==> src/rtl/key_code_tone_gen.sv <==
// Glitch-filtered scan-code to square-wave tone generator.
// Optional build macro NOTE_COUNT_EN adds the saturating note_count output.
module key_code_tone_gen #(
  parameter int STABLE_CYC = 4,
  parameter int DIV_SHIFT  = 0
) (
  input  logic        clock,
  input  logic        k_tr,
  input  logic [7:0]  key_code,
  output logic        audio_out,
  output logic        note_active,
  output logic [3:0]  note_idx,
  output logic        note_on
`ifdef NOTE_COUNT_EN
  ,
  output logic [15:0] note_count
`endif
);

  localparam logic [7:0] STABLE_MAX = 8'(STABLE_CYC);

  typedef enum logic {IDLE = 1'b0, PLAY = 1'b1} state_t;

  state_t      r_state;
  logic [7:0]  r_cand;
  logic [7:0]  r_cnt;
  logic [16:0] r_phase;
  logic [16:0] r_div_m1;
  logic        r_audio;
  logic        r_active;
  logic [3:0]  r_note_idx;
  logic        r_note_on;

  logic [16:0] w_tab_div;
  logic [3:0]  w_tab_idx;
  logic [16:0] w_eff_m1;
  logic        w_accept;
  logic        w_start;
  logic        w_stop;

  // Scan-code to divisor / note index lookup on the raw sample.
  always_comb begin
    w_tab_div = 17'd0;
    w_tab_idx = 4'd0;
    case (key_code)
      8'h2b:   begin w_tab_div = 17'd95556; w_tab_idx = 4'd1; end
      8'h34:   begin w_tab_div = 17'd85131; w_tab_idx = 4'd2; end
      8'h33:   begin w_tab_div = 17'd75843; w_tab_idx = 4'd3; end
      8'h3b:   begin w_tab_div = 17'd71586; w_tab_idx = 4'd4; end
      8'h42:   begin w_tab_div = 17'd63776; w_tab_idx = 4'd5; end
      8'h4b:   begin w_tab_div = 17'd56818; w_tab_idx = 4'd6; end
      8'h4c:   begin w_tab_div = 17'd50619; w_tab_idx = 4'd7; end
      8'h52:   begin w_tab_div = 17'd47778; w_tab_idx = 4'd8; end
      default: begin w_tab_div = 17'd0;     w_tab_idx = 4'd0; end
    endcase
  end

  assign w_eff_m1 = (w_tab_div >> DIV_SHIFT) - 17'd1;

  // Acceptance fires once per stable run, on the edge the run length hits STABLE_CYC.
  always_comb begin
    w_accept = 1'b0;
    if (key_code != r_cand) begin
      w_accept = (STABLE_MAX == 8'd1);
    end else begin
      w_accept = (r_cnt == STABLE_MAX - 8'd1);
    end
  end

  // A re-accepted copy of the playing note (e.g. after a rejected glitch) must not retrigger.
  assign w_start = w_accept && (w_tab_idx != 4'd0) &&
                   !((r_state == PLAY) && (r_note_idx == w_tab_idx));
  assign w_stop  = w_accept && (w_tab_idx == 4'd0) && (r_state == PLAY);

  // Glitch filter: candidate code and its run-length counter.
  always_ff @(posedge clock or negedge k_tr) begin
    if (!k_tr) begin
      r_cand <= 8'hf0;
      r_cnt  <= 8'd0;
    end else if (key_code != r_cand) begin
      r_cand <= key_code;
      r_cnt  <= 8'd1;
    end else if (r_cnt != STABLE_MAX) begin
      r_cnt  <= r_cnt + 8'd1;
    end
  end

  // Tone state machine with registered outputs.
  always_ff @(posedge clock or negedge k_tr) begin
    if (!k_tr) begin
      r_state    <= IDLE;
      r_phase    <= 17'd0;
      r_div_m1   <= 17'd0;
      r_audio    <= 1'b0;
      r_active   <= 1'b0;
      r_note_idx <= 4'd0;
      r_note_on  <= 1'b0;
    end else begin
      r_note_on <= 1'b0;
      if (w_start) begin
        r_state    <= PLAY;
        r_phase    <= w_eff_m1;
        r_div_m1   <= w_eff_m1;
        r_audio    <= 1'b1;
        r_active   <= 1'b1;
        r_note_idx <= w_tab_idx;
        r_note_on  <= 1'b1;
      end else begin
        case (r_state)
          IDLE: begin
            r_audio <= 1'b0;
          end
          PLAY: begin
            if (w_stop) begin
              r_state    <= IDLE;
              r_phase    <= 17'd0;
              r_audio    <= 1'b0;
              r_active   <= 1'b0;
              r_note_idx <= 4'd0;
            end else if (r_phase == 17'd0) begin
              r_audio <= ~r_audio;
              r_phase <= r_div_m1;
            end else begin
              r_phase <= r_phase - 17'd1;
            end
          end
          default: begin
            r_state <= IDLE;
          end
        endcase
      end
    end
  end

`ifdef NOTE_COUNT_EN
  logic [15:0] r_note_count;

  // Saturating count of note starts.
  always_ff @(posedge clock or negedge k_tr) begin
    if (!k_tr) begin
      r_note_count <= 16'd0;
    end else if (r_note_on && (r_note_count != 16'hffff)) begin
      r_note_count <= r_note_count + 16'd1;
    end
  end

  assign note_count = r_note_count;
`endif

  assign audio_out   = r_audio;
  assign note_active = r_active;
  assign note_idx    = r_note_idx;
  assign note_on     = r_note_on;

endmodule

==> config.mk <==
export PLATFORM = sky130hd
export DESIGN_NAME = key_code_tone_gen
export DESIGN_NICKNAME = d
export VERILOG_FILES = /design/src/rtl/key_code_tone_gen.sv
export SDC_FILE = /design/constraint.sdc
export NUM_CORES = 1
export LEC_CHECK = 0
export ABC_AREA = 1
export ABC_CLOCK_PERIOD_IN_PS = 2000
export BUFFER_PORTS_ARGS = -buffer_cell sky130_fd_sc_hd__buf_2
export CAP_MARGIN = 30
export CORE_ASPECT_RATIO = 0.8
export CORE_MARGIN = 8
export CORE_UTILIZATION = 43
export CTS_CLUSTER_DIAMETER = 80
export CTS_CLUSTER_SIZE = 8
export DETAILED_ROUTE_END_ITERATION = 16
export GPL_TIMING_DRIVEN = 0
export PLACE_DENSITY = 0.62
export SYNTH_ARGS = -nofsm -noshare
export SYNTH_HDL_FRONTEND = slang
export SYNTH_SLANG_ARGS = --single-unit
==> constraint.sdc <==
create_clock -name clock -period 2 [get_ports clock]
set_clock_uncertainty 0.2 [all_clocks]
set_input_delay 0.1 -clock clock [delete_from_list [all_inputs] [get_ports clock]]
set_output_delay 0.1 -clock clock [all_outputs]
set_load 0.02 [all_outputs]
==> impl_metrics.tcl <==
set metrics [dict create \
    run_status "complete, but fails checks" \
    violations "setup timing" \
    critPathMaxStageDelay_ps 520 \
    fmax_mhz 453 \
    start_util_pct 43.4 \
    min_period_ps 2210 \
    critPathMaxFanout 5 \
    synthAdderAreaFrac_pct 1.29 \
    clkPwrFrac_pct 49.1 \
    critPathSlowestCell "dfstp_2" \
    nFillCells 817 \
    pre_cts_ws_ps -438 \
    p_sw_w 0.000829 \
    intPower_w 0.00239 \
    drive_gt1_share_pct 28.5 \
    grt_max_degree 33 \
    yosys.cell_types.count 35 \
    synth_edf_count 0 \
    cts_max_level 3 \
    path_clk_slew_ps 60 \
    end_kind "register" \
    yosys-top-cells-area "dfrtp_1 35%, nand2_1 21%, nor2_1 5.8%" \
    cpMostUsedCell "nand2_1" \
    drc 0 \
    cts_root_buf "clkbuf_16" \
    final_nets 641 \
    antenna_found_initial 0 \
    io_buffers 16 \
    die_x_um 122 \
    synth_async_sr_flop_share_pct 100 \
    min_from "key_code[4]" \
    antenna_cells 0 \
    cp_cell_sequence "inv_1, nand2_1, nand4_1, nor2_4, nand3_4, nor2_4, nand2_4, clkbuf_16, and2_4, nand2_2, nand2_1, nand2_1, nand2_1" \
    via_per_inst 5.13 \
    synthCells 571 \
    cp_top_family "simple AND/OR/NAND/NOR gates" \
    slew_violations 0 \
    clk_path_buf_depth 2 \
    synth_top_family_by_area "simple AND/OR/NAND/NOR gates" \
    syn_to_final_growth_pct 32.0 \
    maxSlewHeadroom_pct 56.8 \
    die_height_um 101 \
    clk_latency_ps 330 \
    power_frac_seq_pct 37.2 \
    synth_top_area_share_pct 34.9 \
    final_hold_viol_count 0 \
    io_pins 17 \
    synth-main-ff-cell "dfrtp_1" \
    critical_path_class "register to register" \
    r2r-start "r_cand[7]$_DFFE_PN1N_" \
    synth_xor_area_share_pct 2.94 \
    setup_viol_count_final 37 \
    place_hpwl_um 7240 \
    synth_common_cells "212 x nand2_1, 60 x nor2_1, 58 x inv_1" \
    synth_nets 585 \
    antenna_left 0 \
    synth-simple-area-share_pct 41.3 \
    track_usage_pct 18.2 \
    path_depth 13 \
    drt_iter0_markers 337 \
    synthMuxAreaShare_pct 0 \
    maxCapViolCount 0 \
    period_share_pct 110 \
    power.leakage_nw 2.70 \
    wl_per_cell_um 14.4 \
    p_comb_share_pct 13.7 \
    grt_pass1_vias 3728 \
    gp_congestion 0.896 \
    start_kind "register" \
    rsz0062_at_grt "true" \
    fin_ws_ps -206 \
    grt-ovfl-total 0 \
    path_buf_inv 2 \
    synth_compound_area_share_pct 7.27 \
    multi_input_area_um2 2380 \
    ir_drop_uv 486 \
    vias 3832 \
    cp.required_ps 2020 \
    worstMarginPinSlew_ps 648 \
    seqCellArea_um2 1460 \
    yosysMostFrequentCell "nand2_1" \
    reg2reg_setup_slack_ps -210 \
    cts_num_sinks 58 \
    synth_area_leader_cell "dfrtp_1" \
    yosys_warnings 0 \
    yosysSeqAreaShare_pct 37.6 \
    worstPathArrival_ps 2230 \
    rows 31 \
    postSynthAreaPerCell_um2 6.78 \
    numCtsBuffers 9 \
    grt_pass1_wl_um 18000 \
    first_pass_iters 5 \
    ys_seq_elements 58 \
    fin_hold_ws_ps 49.6 \
    die_area_um2 12300 \
    design.core.area_um2 8920 \
    r2r_cells 13 \
    hp-class "primary input to register" \
    wirelength_um 10800 \
    syn_area_um2 3870 \
    p_per_area_nw_per_um2 630 \
    hold_end "note_idx[3]$_DFFE_PN0P_" \
    cts_tree "yes" \
    p_sw_share_pct 25.7 \
    holdPathStages 5 \
    timing.rr.end "r_phase[8]$_DFFE_PN0P_" \
]
power groups by stage:
stage          combinational, W  sequential, W  clock, W
2_1_floorplan          0.000235        0.00122         0
3_3_place_gp           0.000326        0.00122         0
3_5_place_dp           0.000334        0.00122         0
4_1_cts                0.000379        0.00120   0.00161
5_1_grt                0.000497        0.00120   0.00166
6_report               0.000442        0.00120   0.00158
registers in the layout, summed over array words and instances, names as in the netlist, named ones only:
name / flops
r_div_m1: 17
r_cand: 8
r_phase: 17
note_idx: 4
note_on: 1
r_cnt: 8
audio_out: 1
note_active: 1
logic make-up after synthesis:
logic type,Yosys count
and+or+nand+nor,357
buffers and inverters,86
DFF,58
AOI/OAI and AO/OA,53
xor gates and xnor gates,13
adders and majority gates,4
metal layers:
metal	up-vias	track usage (%)	routed length, um	share of wire (%)
li1	1902	-	-	-
met4	0	5.89	182	1.7
met5	-	0	0	0
met3	17	3.98	672	6.2
met1	1807	24.6	5070	47
met2	106	28.0	4830	45
final cells by class:
class / instances / area share (%)
inverter: 67 / 5.24
clock inverter: 5 / 1.03
sequential: 58 / 28.5
clock buffer: 11 / 4.94
buffer: 19 / 3.11
tap: 115 / 2.81
multi-input combinational: 427 / 46.5
timing repair buffer: 45 / 7.85
what timing repair did:
| action | CTS | global route |
|---|---|---|
| setup endpoints to repair | 42 | 41 |
| resized for setup | 40 | 85 |
| cloned | 3 | 3 |
| endpoints found under the hold margin | 34 | 0 |
| pin swaps | 8 | 17 |
| hold buffers | 9 | 0 |
| setup buffers | 8 | 5 |
cells in the final DEF (no fill, tap or decap), types with 3 or more instances in the layout:
| cell | count |
|---|---|
| nand2_2 | 36 |
| buf_12 | 3 |
| dfrtp_1 | 53 |
| buf_4 | 13 |
| nor2_4 | 10 |
| nand3_4 | 6 |
| nand2_1 | 178 |
| nand3_2 | 6 |
| o21ai_1 | 7 |
| nand4_1 | 9 |
| inv_1 | 52 |
| inv_4 | 3 |
| dlygate4sd3_1 | 9 |
| a21oi_1 | 11 |
| nand2_4 | 9 |
| o21ai_2 | 5 |
| dfstp_2 | 4 |
| o21ai_0 | 22 |
| a21boi_2 | 3 |
| clkbuf_1 | 9 |
| clkbuf_16 | 12 |
| inv_2 | 10 |
| buf_2 | 17 |
| nor3_1 | 5 |
| clkinv_2 | 3 |
| nor2_2 | 11 |
| xnor2_1 | 8 |
| nor2_1 | 48 |
| xor2_1 | 5 |
| buf_6 | 4 |
| buf_8 | 3 |
| nand3_1 | 27 |
| clkbuf_8 | 3 |
worst max-delay path by stage:
stage	from	end	slack (ps)
2_1_floorplan	r_cand[4]$_DFFE_PN1N_	r_phase[7]$_DFFE_PN0P_	-10
3_3_place_gp	key_code[0]	r_phase[6]$_DFFE_PN0P_	-440
5_1_grt	r_phase[5]$_DFFE_PN0P_	r_phase[2]$_DFFE_PN0P_	-320
6_report	r_cand[7]$_DFFE_PN1N_	r_phase[8]$_DFFE_PN0P_	-210
4_1_cts	r_cand[4]$_DFFE_PN1N_	r_phase[6]$_DFFE_PN0P_	-120
3_5_place_dp	key_code[0]	r_phase[6]$_DFFE_PN0P_	-440
worst reg2reg max path, stage by stage (launching register included):
cell	delay [ps]
dfstp_2	520
inv_1	40
nand2_1	50
nand4_1	130
nor2_4	190
nand3_4	150
nor2_4	200
nand2_4	110
clkbuf_16	180
and2_4	140
nand2_2	50
nand2_1	50
nand2_1	50
nand2_1	50
metrics by stage:
step	setup TNS [ps]	std cells	util, %	cell area, um^2	power (W)
finish	-3710	747	57.3	5110	0.00322
CTS	-1640	739	53.2	4740	0.00318
global placement	-9480	702	46.1	4110	0.00154
floorplan	-18.9	571	-	3890	0.00145
global route	-7870	747	57.3	5110	0.00336
detailed placement	-9770	703	46.3	4130	0.00155
Power figures use the tool's default switching activity.
